[src/rtl/fetch_stage_pkg.sv]
// Shared CPU types for the fetch stage: word/opcode/funct types, the fetch
// FSM encoding and the fetch constants.
package cpu_types_pkg;

  typedef logic [31:0] word_t;
  typedef logic [5:0]  opcode_t;
  typedef logic [5:0]  funct_t;

  typedef enum logic [1:0] {
    FETCH  = 2'd0,
    HOLD   = 2'd1,
    HALTED = 2'd2
  } fetch_state_t;

  localparam word_t WBYTES    = 32'd4;
  localparam word_t NOP_INSTR = 32'h0000_0000;

endpackage

[src/rtl/fetch_stage_if.sv]
// Fetch stage bus: icache request/response, hazard unit controls and the
// IF/ID latch outputs. The master modport is the fetch stage's view.
// Optional FETCH_PERF_EN adds the fetch_cnt/stall_cnt performance counters.
interface fetch_stage_if;
  import cpu_types_pkg::*;

  logic    ihit;
  word_t   iload;
  logic    iREN;
  word_t   iaddr;
  logic    hazard;
  logic    branch;
  logic    jump;
  word_t   branch_target;
  word_t   jump_target;
  logic    mem_stall;
  logic    halt;
  word_t   ifid_instr;
  word_t   ifid_npc;
  logic    ifid_valid;
  opcode_t instrOp;
  funct_t  instrFunc;
  logic    halted;
`ifdef FETCH_PERF_EN
  word_t   fetch_cnt;
  word_t   stall_cnt;
`endif

  modport master (
    input  ihit, iload, hazard, branch, jump, branch_target, jump_target,
           mem_stall, halt,
`ifdef FETCH_PERF_EN
    output fetch_cnt, stall_cnt,
`endif
    output iREN, iaddr, ifid_instr, ifid_npc, ifid_valid, instrOp,
           instrFunc, halted
  );

  modport slave (
    output ihit, iload, hazard, branch, jump, branch_target, jump_target,
           mem_stall, halt,
`ifdef FETCH_PERF_EN
    input  fetch_cnt, stall_cnt,
`endif
    input  iREN, iaddr, ifid_instr, ifid_npc, ifid_valid, instrOp,
           instrFunc, halted
  );

endinterface

[src/rtl/fetch_stage_ifid_latch.sv]
// IF/ID pipeline register. Load captures a real instruction, flush inserts
// a NOP bubble, neither holds the current contents.
module ifid_latch
  import cpu_types_pkg::*;
(
  input  logic  i_clk,
  input  logic  i_rst,
  input  logic  i_load,
  input  logic  i_flush,
  input  word_t i_instr,
  input  word_t i_npc,
  output word_t o_instr,
  output word_t o_npc,
  output logic  o_valid
);

  word_t r_instr;
  word_t r_npc;
  logic  r_valid;

  // Latch update: flush outranks load so a redirect always leaves a bubble
  always_ff @(posedge i_clk) begin
    if (i_rst || i_flush) begin
      r_instr <= NOP_INSTR;
      r_npc   <= '0;
      r_valid <= 1'b0;
    end else if (i_load) begin
      r_instr <= i_instr;
      r_npc   <= i_npc;
      r_valid <= 1'b1;
    end
  end

  assign o_instr = r_instr;
  assign o_npc   = r_npc;
  assign o_valid = r_valid;

endmodule

[src/rtl/fetch_stage.sv]
// IF stage: owns the PC, the fetch FSM, the held-instruction buffer and the
// redirect mux; the IF/ID register lives in ifid_latch.
// Optional FETCH_PERF_EN adds saturating fetch/stall counters.
module fetch_stage
  import cpu_types_pkg::*;
#(
  parameter word_t PC_INIT = 32'h0000_0000
)(
  input logic           CLK,
  input logic           RST,
  fetch_stage_if.master bus
);

  fetch_state_t r_state;
  fetch_state_t w_next_state;
  word_t        r_pc;
  word_t        r_held_instr;
  word_t        r_held_npc;

  logic  w_stall;
  logic  w_redirect;
  word_t w_pc_plus4;
  word_t w_target;
  word_t w_pc_next;
  logic  w_latch_load;
  logic  w_latch_flush;
  word_t w_latch_instr;
  word_t w_latch_npc;
  logic  w_held_load;

  assign w_stall    = bus.hazard | bus.mem_stall;
  assign w_redirect = bus.jump | bus.branch;
  assign w_pc_plus4 = r_pc + WBYTES;
  assign w_target   = (bus.jump ? bus.jump_target : bus.branch_target) & ~32'd3;

  // State register
  always_ff @(posedge CLK) begin
    if (RST) r_state <= FETCH;
    else     r_state <= w_next_state;
  end

  // Next state: halt > stall > redirect > normal; only reset leaves HALTED
  always_comb begin
    w_next_state = r_state;
    case (r_state)
      HALTED:  w_next_state = HALTED;
      FETCH, HOLD: begin
        if (bus.halt && !bus.mem_stall)
          w_next_state = HALTED;
        else if (w_stall)
          w_next_state = (r_state == FETCH && bus.ihit) ? HOLD : r_state;
        else
          w_next_state = FETCH;
      end
      default: w_next_state = FETCH;
    endcase
  end

  // FSM outputs: the icache is only read while actively fetching
  always_comb begin
    bus.iREN = (r_state == FETCH);
  end

  // Datapath control: PC, IF/ID latch and held buffer steering
  always_comb begin
    w_pc_next     = r_pc;
    w_latch_load  = 1'b0;
    w_latch_flush = 1'b0;
    w_latch_instr = bus.iload;
    w_latch_npc   = w_pc_plus4;
    w_held_load   = 1'b0;
    if (r_state == HALTED || (bus.halt && !bus.mem_stall)) begin
      w_latch_flush = 1'b1;
    end else if (w_stall) begin
      w_held_load = (r_state == FETCH) && bus.ihit;
    end else if (w_redirect) begin
      w_pc_next     = w_target;
      w_latch_flush = 1'b1;
    end else if (r_state == HOLD) begin
      w_latch_load  = 1'b1;
      w_latch_instr = r_held_instr;
      w_latch_npc   = r_held_npc;
      w_pc_next     = r_held_npc;
    end else if (bus.ihit) begin
      w_latch_load = 1'b1;
      w_pc_next    = w_pc_plus4;
    end else begin
      w_latch_flush = 1'b1;
    end
  end

  // PC and held buffer; held contents are simply ignored after a redirect
  always_ff @(posedge CLK) begin
    if (RST) begin
      r_pc         <= PC_INIT;
      r_held_instr <= NOP_INSTR;
      r_held_npc   <= '0;
    end else begin
      r_pc <= w_pc_next;
      if (w_held_load) begin
        r_held_instr <= bus.iload;
        r_held_npc   <= w_pc_plus4;
      end
    end
  end

  ifid_latch u_ifid (
    .i_clk   (CLK),
    .i_rst   (RST),
    .i_load  (w_latch_load),
    .i_flush (w_latch_flush),
    .i_instr (w_latch_instr),
    .i_npc   (w_latch_npc),
    .o_instr (bus.ifid_instr),
    .o_npc   (bus.ifid_npc),
    .o_valid (bus.ifid_valid)
  );

  assign bus.iaddr     = r_pc;
  assign bus.instrOp   = bus.ifid_instr[31:26];
  assign bus.instrFunc = bus.ifid_instr[5:0];
  assign bus.halted    = (r_state == HALTED);

`ifdef FETCH_PERF_EN
  word_t r_fetch_cnt;
  word_t r_stall_cnt;

  // Saturating counters: valid IF/ID writes and stalled cycles outside HALTED
  always_ff @(posedge CLK) begin
    if (RST) begin
      r_fetch_cnt <= '0;
      r_stall_cnt <= '0;
    end else begin
      if (w_latch_load && r_fetch_cnt != 32'hFFFF_FFFF)
        r_fetch_cnt <= r_fetch_cnt + 32'd1;
      if (w_stall && r_state != HALTED && r_stall_cnt != 32'hFFFF_FFFF)
        r_stall_cnt <= r_stall_cnt + 32'd1;
    end
  end

  assign bus.fetch_cnt = r_fetch_cnt;
  assign bus.stall_cnt = r_stall_cnt;
`endif

endmodule

[src/flat_wrapper.sv]
// flat-port wrapper written by rule: the top's interface ports become plain ports
module fetch_stage_flat import cpu_types_pkg::*;
#(
  parameter word_t PC_INIT = 32'h0000_0000
)
  (CLK, RST, bus_ihit, bus_iload, bus_hazard, bus_branch, bus_jump, bus_branch_target, bus_jump_target, bus_mem_stall, bus_halt, bus_iREN, bus_iaddr, bus_ifid_instr, bus_ifid_npc, bus_ifid_valid, bus_instrOp, bus_instrFunc, bus_halted);
  fetch_stage_if bus_i ();
  input logic CLK;
  input logic RST;
  input wire logic [$bits(bus_i.ihit)-1:0] bus_ihit;
  input wire logic [$bits(bus_i.iload)-1:0] bus_iload;
  input wire logic [$bits(bus_i.hazard)-1:0] bus_hazard;
  input wire logic [$bits(bus_i.branch)-1:0] bus_branch;
  input wire logic [$bits(bus_i.jump)-1:0] bus_jump;
  input wire logic [$bits(bus_i.branch_target)-1:0] bus_branch_target;
  input wire logic [$bits(bus_i.jump_target)-1:0] bus_jump_target;
  input wire logic [$bits(bus_i.mem_stall)-1:0] bus_mem_stall;
  input wire logic [$bits(bus_i.halt)-1:0] bus_halt;
  output wire logic [$bits(bus_i.iREN)-1:0] bus_iREN;
  output wire logic [$bits(bus_i.iaddr)-1:0] bus_iaddr;
  output wire logic [$bits(bus_i.ifid_instr)-1:0] bus_ifid_instr;
  output wire logic [$bits(bus_i.ifid_npc)-1:0] bus_ifid_npc;
  output wire logic [$bits(bus_i.ifid_valid)-1:0] bus_ifid_valid;
  output wire logic [$bits(bus_i.instrOp)-1:0] bus_instrOp;
  output wire logic [$bits(bus_i.instrFunc)-1:0] bus_instrFunc;
  output wire logic [$bits(bus_i.halted)-1:0] bus_halted;
  assign bus_i.ihit = bus_ihit;
  assign bus_i.iload = bus_iload;
  assign bus_i.hazard = bus_hazard;
  assign bus_i.branch = bus_branch;
  assign bus_i.jump = bus_jump;
  assign bus_i.branch_target = bus_branch_target;
  assign bus_i.jump_target = bus_jump_target;
  assign bus_i.mem_stall = bus_mem_stall;
  assign bus_i.halt = bus_halt;
  assign bus_iREN = bus_i.iREN;
  assign bus_iaddr = bus_i.iaddr;
  assign bus_ifid_instr = bus_i.ifid_instr;
  assign bus_ifid_npc = bus_i.ifid_npc;
  assign bus_ifid_valid = bus_i.ifid_valid;
  assign bus_instrOp = bus_i.instrOp;
  assign bus_instrFunc = bus_i.instrFunc;
  assign bus_halted = bus_i.halted;
  fetch_stage #(.PC_INIT(PC_INIT)) u_core (.CLK(CLK), .RST(RST), .bus(bus_i));
endmodule
[config.mk]
export PLATFORM = sky130hd
export DESIGN_NAME = fetch_stage_flat
export DESIGN_NICKNAME = d
export VERILOG_FILES = /design/src/rtl/fetch_stage_pkg.sv /design/src/rtl/fetch_stage_if.sv /design/src/rtl/fetch_stage_ifid_latch.sv /design/src/rtl/fetch_stage.sv /design/src/flat_wrapper.sv
export SDC_FILE = /design/constraint.sdc
export NUM_CORES = 1
export LEC_CHECK = 0
export ABC_AREA = 1
export CORE_MARGIN = 2
export CORE_UTILIZATION = 53
export DETAILED_ROUTE_END_ITERATION = 16
export HOLD_SLACK_MARGIN = 0.1
export PLACE_DENSITY_LB_ADDON = 0.05
export REMOVE_ABC_BUFFERS = 1
export SLEW_MARGIN = 5
export SYNTH_ARGS = -nofsm -noshare
export SYNTH_HDL_FRONTEND = slang
export SYNTH_SLANG_ARGS = --single-unit
[constraint.sdc]
create_clock -name CLK -period 2.6 [get_ports CLK]
set_input_delay 0.26 -clock CLK [delete_from_list [all_inputs] [get_ports CLK]]
set_output_delay 0.26 -clock CLK [all_outputs]
set_load 0.01 [all_outputs]
=== Word-level counts from Yosys, hierarchy flattened ===
Cells that the tools add are included.

* RAM bits: 0
* Memory bits (read-only): 0
* Input port bits: 104
* Memories kept: 0
* Word-level logic and storage cells: 52
* Bits in latches: 0
* Bits in registers: 163

* Reductions and logical operators: 9
* Divide/modulo/power cells: 0
* Add/subtract/negate cells: 1
* Eq/ne operators: 3
* Shift operators: 0
* Multiply operators: 0
* Bitwise gates (word level): 4
* $lt $le $gt $ge: 0
* Multiplexer cells: 28

{| class="wikitable"
|+ Operators with widths
! operator !! number
|-
| 32-bit 2-to-1 mux || 12
|-
| 32-bit by 3-bit adder with 32-bit output, second input constant || 1
|-
| 1-bit 2-to-1 mux || 12
|-
| 2-bit 2-to-1 mux || 3
|-
| 4-bit != test, second input constant || 1
|-
| 2-bit case mux with 2 select lines || 1
|-
| 3-bit AND reduction || 1
|-
| 3-bit nonzero test || 1
|-
| 2-bit by 1-bit == test with 1-bit output, second input constant || 1
|-
| 2-bit == test, second input constant || 1
|-
| 1-bit logical AND || 2
|-
| 2-bit zero test || 1
|-
| 1-bit logical OR || 2
|-
| 1-bit inverter || 2
|-
| 1-bit bitwise OR || 2
|-
| 2-bit OR reduction || 1
|-
| 1-bit zero test || 1
|}

=== Depth between registers and ports, before layout ===
* Word-level depth: 6
* Mapped depth: 11
* Gate-level depth less buffers: 10

=== Cells and area by module ===
Synthesis repeated with hierarchy kept, for this count alone.

* Cells, all modules: 1422
* Area total of the unflattened synthesis: 8851.0 um^2

{| class="wikitable"
|+ By module, submodules not included
! module !! sequential area each (um^2) !! cells an instance !! area each (um^2) !! times used
|-
| fetch_stage || 1961.9 || 1014 || 6195.9 || 1
|-
| ifid_latch || 1301.2 || 408 || 2655.0 || 1
|}

=== Worst setup path before layout ===
Ideal clock, no wire load.

* Kind: register to register
* Start point: register u_core.r_pc[2] (netlist: u_core.bus.iaddr[2])
* End point: register u_core.u_ifid.r_npc[10] (netlist: u_core.u_ifid.o_npc[10])
* Path slack: 0.971 ns
* Library setup time: 0.109 ns
* Data arrival time: 1.520 ns
* Stages on the path, launching flop included: 10
* Cells stage by stage: dfxtp_1 ha_1 inv_1 nor2_1 nand2_1 xor2_1 o21bai_1 nand3_1 nand2_1 inv_1

* Longest elaborated chain between the ends: 5

{| class="wikitable"
|+ RTL lines
! what !! line !! source
|-
| start: declaration || fetch_stage.sv:16 || <nowiki>word_t r_pc;</nowiki>
|-
| start signal: assignment || fetch_stage.sv:99 || <nowiki>r_pc <= w_pc_next;</nowiki>
|-
| 32-bit by 3-bit adder with 32-bit output * || fetch_stage.sv:33 || <nowiki>assign w_pc_plus4 = r_pc + WBYTES;</nowiki>
|-
| 32-bit 2-to-1 mux || fetch_stage.sv:79 || <nowiki>end else if (r_state == HOLD) begin</nowiki>
|-
| 32-bit 2-to-1 mux || fetch_stage.sv:76 || <nowiki>end else if (w_redirect) begin</nowiki>
|-
| 32-bit 2-to-1 mux || fetch_stage.sv:74 || <nowiki>end else if (w_stall) begin</nowiki>
|-
| 32-bit 2-to-1 mux * || fetch_stage.sv:72 || <nowiki>if (r_state == HALTED || (bus.halt && !bus.mem_stall)) begin</nowiki>
|-
| end signal: assignment || fetch_stage_ifid_latch.sv:29 || <nowiki>r_npc <= i_npc;</nowiki>
|-
| end: declaration || fetch_stage_ifid_latch.sv:18 || <nowiki>word_t r_npc;</nowiki>
|}

Mark *: on every way between the ends. The rest lies on a longest branch, timed or not.
A chain may end at the register's enable or synchronous reset.

=== Worst setup path in the final report ===
* Start point: register u_core.r_state[1]
* End point: register u_core.u_ifid.r_instr[18] (netlist: u_core.u_ifid.o_instr[18])

* Longest elaborated chain between the ends: 6

{| class="wikitable"
|+ RTL lines
! what !! line !! source
|-
| start: declaration || fetch_stage.sv:14 || <nowiki>fetch_state_t r_state;</nowiki>
|-
| start signal: assignment || fetch_stage.sv:39 || <nowiki>else r_state <= w_next_state;</nowiki>
|-
| 2-bit by 1-bit == test with 1-bit output || fetch_stage.sv:79 ||
|-
| 1-bit 2-to-1 mux || fetch_stage.sv:79 ||
|-
| 1-bit 2-to-1 mux || fetch_stage.sv:76 ||
|-
| 1-bit 2-to-1 mux || fetch_stage.sv:74 ||
|-
| 1-bit 2-to-1 mux || fetch_stage.sv:72 ||
|-
| 1-bit logical OR || fetch_stage_ifid_latch.sv:23 || <nowiki>if (i_rst || i_flush) begin</nowiki>
|-
| end signal: assignment || fetch_stage_ifid_latch.sv:28 || <nowiki>r_instr <= i_instr;</nowiki>
|-
| end: declaration || fetch_stage_ifid_latch.sv:17 || <nowiki>word_t r_instr;</nowiki>
|}

Several ways; a longest one is shown, not always the timed one.

==> results.json <==
{
  "power_mw": 6.002,
  "routed_wl_mm": 22.72,
  "cts_sinks": 163,
  "first_global_vias": 7482,
  "crit_type": "reg2reg",
  "grt-ovfl-total": 0,
  "htree_levels": 4,
  "design_area_mm2": 0.01059,
  "worst_pin_slew_ns": 0.5753,
  "ctsHoldBuffers": 0,
  "core_area_mm2": 0.01453,
  "rows": 44,
  "hpwl_mm": 15.30,
  "postRouteAntennaNets": 0,
  "whs_ns": 0.4477,
  "finalMaxSlewViolations": 0,
  "ir_drop_uv": 447.2,
  "ioPinCount": 215,
  "final_core_util": 0.7287,
  "die_w_um": 126.1,
  "setup-violations-final": 0,
  "placed_cell_area_mm2": 0.01001,
  "first_pass_iters": 8,
  "antenna_found_initial": 0,
  "pre_cts_ws_ns": 0.3076,
  "slowest_delay_ns": 0.45,
  "power.density_mw_per_mm2": 566.6,
  "r2r_slack_ns": 0.62,
  "worstRegToRegCells": 9,
  "setup.worst_path.start": "u_core.r_state[1]$_SDFFE_PP0P_",
  "switching_power_mw": 1.559,
  "drive_gt1_frac": 0.05944,
  "r2r_end": "u_core.u_ifid.o_instr[18]$_SDFFE_PP0P_",
  "grt_max_degree": 64,
  "die_h_um": 126.1,
  "yosys_warnings": 0,
  "rsz0062_at_grt": "false",
  "final_common_cell": "nand2_1",
  "crit_family": "simple AND/OR/NAND/NOR gates",
  "synth_cell_types": 42,
  "grtUsageTotal": 0.2850,
  "diodes": 0,
  "start_kind": "register",
  "nets": 1421,
  "period_needed_ns": 1.982,
  "cts_root_buffer": "clkbuf_16",
  "power.share.switching": 0.2598,
  "seqPwrFrac": 0.452,
  "initial_core_util": 0.5434,
  "status": "finished clean",
  "drt_iter0_markers": 638,
  "viasPerCell": 5.346,
  "fin_worst_skew_ns": 0.007708,
  "gp_congestion": 0.9356,
  "cts_tree": "done",
  "drc": 0,
  "synth-seq-area-share": 0.4132,
  "vias": 8088,
  "hold_viol": 0,
  "dieArea_mm2": 0.01589,
  "syn_area_mm2": 0.007898,
  "area_growth_pct": 34.11,
  "endpoint": "u_core.u_ifid.o_instr[18]$_SDFFE_PP0P_",
  "clk_path_buf_depth": 2,
  "relSlewSlack": 0.6159,
  "clkLatencyLatePin_ns": 0.43,
  "p_comb_frac": 0.135,
  "slowest_stage": "buf_4",
  "p_clk_frac": 0.413,
  "drv_cap": 0,
  "cts_repair_resize_count": 0,
  "leakage_nw": 4.157,
  "cts_made_buffers": 17,
  "synth.ff_latch_count": 163,
  "cp_num_cells": 9,
  "final_cell_mix": "237 x nand2_1, 210 x clkdlybuf4s50_1, 163 x dfxtp_1",
  "crit_buf_inv": 2,
  "path_max_fanout": 63,
  "fmax_ghz": 0.5045,
  "cp-end-kind": "register",
  "regToRegStartpoint": "u_core.r_state[1]$_SDFFE_PP0P_",
  "worstHoldPathType": "reg2reg",
  "cts_setup_buffers": 0,
  "cp.required_ns": 2.96,
  "io_buffers": 210,
  "syn_inst": 1146,
  "wl_per_cell_um": 15.02,
  "path_cells": "inv_1, nand2_4, nor2_2, nand2_2, buf_4, nand2_1, o21ai_0, nand2_1, a21oi_1",
  "fin_ws_ns": 0.6177,
  "path_common_cell": "nand2_1",
  "clk_pin_slew_ns": 0.06,
  "avgSynthCellArea_um2": 6.891,
  "grt_pass1_wl_mm": 37.14,
  "fin_crit_sh": 0.7624,
  "p_int_mw": 4.443,
  "crit_arrival_ns": 2.34
}
-- layout make-up --
type                       instances  area, µm²
tap                              184      230.2
clock inverter                    12      131.4
inverter                         120      450.4
sequential                       163       3263
multi-input combinational        784       3780
fill                            1214       3943
clock buffer                      20      446.7
timing repair buffer             230       2290
-- layer usage --
layer	track usage	up-vias	share of wire
met1	0.3703	3669	0.43
met5	0	-	0
met4	0.1002	0	0.022
met2	0.4769	296	0.47
li1	-	4082	-
met3	0.05268	41	0.071
-- cells in the mapped netlist (all sizes together) --
| cell | count | share of area |
|---|---|---|
| o211ai | 13 | 0.012 |
| a31oi | 2 | 0.0016 |
| clkbuf | 34 | 0.017 |
| nand3b | 1 | 0.00095 |
| nand3 | 52 | 0.035 |
| a211oi | 3 | 0.0035 |
| nor3 | 3 | 0.0019 |
| nand4 | 4 | 0.0032 |
| dfxtp | 163 | 0.41 |
| o22ai | 2 | 0.0016 |
| o21bai | 4 | 0.0038 |
| ha | 1 | 0.0016 |
| nor2 | 126 | 0.066 |
| a21oi | 131 | 0.083 |
| inv | 120 | 0.057 |
| or2 | 3 | 0.0027 |
| nand2 | 243 | 0.12 |
| xnor2 | 6 | 0.0067 |
| a22oi | 5 | 0.0048 |
| o211a | 1 | 0.0013 |
| a21boi | 1 | 0.00095 |
| buf | 45 | 0.034 |
| o21ai | 156 | 0.099 |
| xor2 | 5 | 0.0055 |
| a22o | 22 | 0.024 |
-- sequential cells by signal, indices dropped and copies added, names as in the netlist --
register	cells
u_core.bus.iaddr	32
u_core.r_held_npc	32
u_core.r_held_instr	32
u_core.u_ifid.o_valid	1
u_core.u_ifid.o_instr	32
u_core.r_state	2
u_core.u_ifid.o_npc	32
-- stage by stage --
stage	setup TNS, ns	instances
final	0	1513
after global routing	0	1513
after CTS	0	1513
after detailed placement	0	1481
after global placement	0	1481
after floorplan	-5.029	1067
-- power by group through the flow --
stage	combinational [mW]	sequential [mW]	clock [mW]
2_1_floorplan	0.391	2.76	0
3_3_place_gp	0.786	2.76	0
3_5_place_dp	0.801	2.76	0
4_1_cts	0.808	2.71	2.50
5_1_grt	0.896	2.73	2.61
6_report	0.808	2.71	2.48
-- how the worst min path moves through the flow --
stage,end,start,cells after the start
after floorplan,u_core.bus.iaddr[0]$_SDFFE_PP0P_,RST,1
after global placement,u_core.r_held_instr[6]$_SDFFE_PP0P_,u_core.r_held_instr[6]$_SDFFE_PP0P_,2
after detailed placement,u_core.r_held_instr[23]$_SDFFE_PP0P_,u_core.r_held_instr[23]$_SDFFE_PP0P_,2
after CTS,u_core.r_held_instr[23]$_SDFFE_PP0P_,u_core.r_held_instr[23]$_SDFFE_PP0P_,2
after global routing,u_core.r_held_instr[28]$_SDFFE_PP0P_,u_core.r_held_instr[28]$_SDFFE_PP0P_,2
final,u_core.r_held_instr[6]$_SDFFE_PP0P_,u_core.r_held_instr[6]$_SDFFE_PP0P_,2
-- kinds of logic (layout without fill, tap and decap cells) --
family / count (synthesis) / count (layout) / share of synthesized area
simple gates: 432 / 432 / 0.2283
xor+xnor: 11 / 11 / 0.01220
fa+ha+maj: 1 / 1 / 0.001584
flops: 163 / 163 / 0.4132
buf+inv: 199 / 382 / 0.1082
compound gates: 340 / 340 / 0.2365
-- tightest hold or removal path, cell delays in order, from the launching register on --
cell,delay [ns]
dfxtp_1,0.30
inv_1,0.05
a21oi_1,0.05
(Power assumes the default switching activity.)
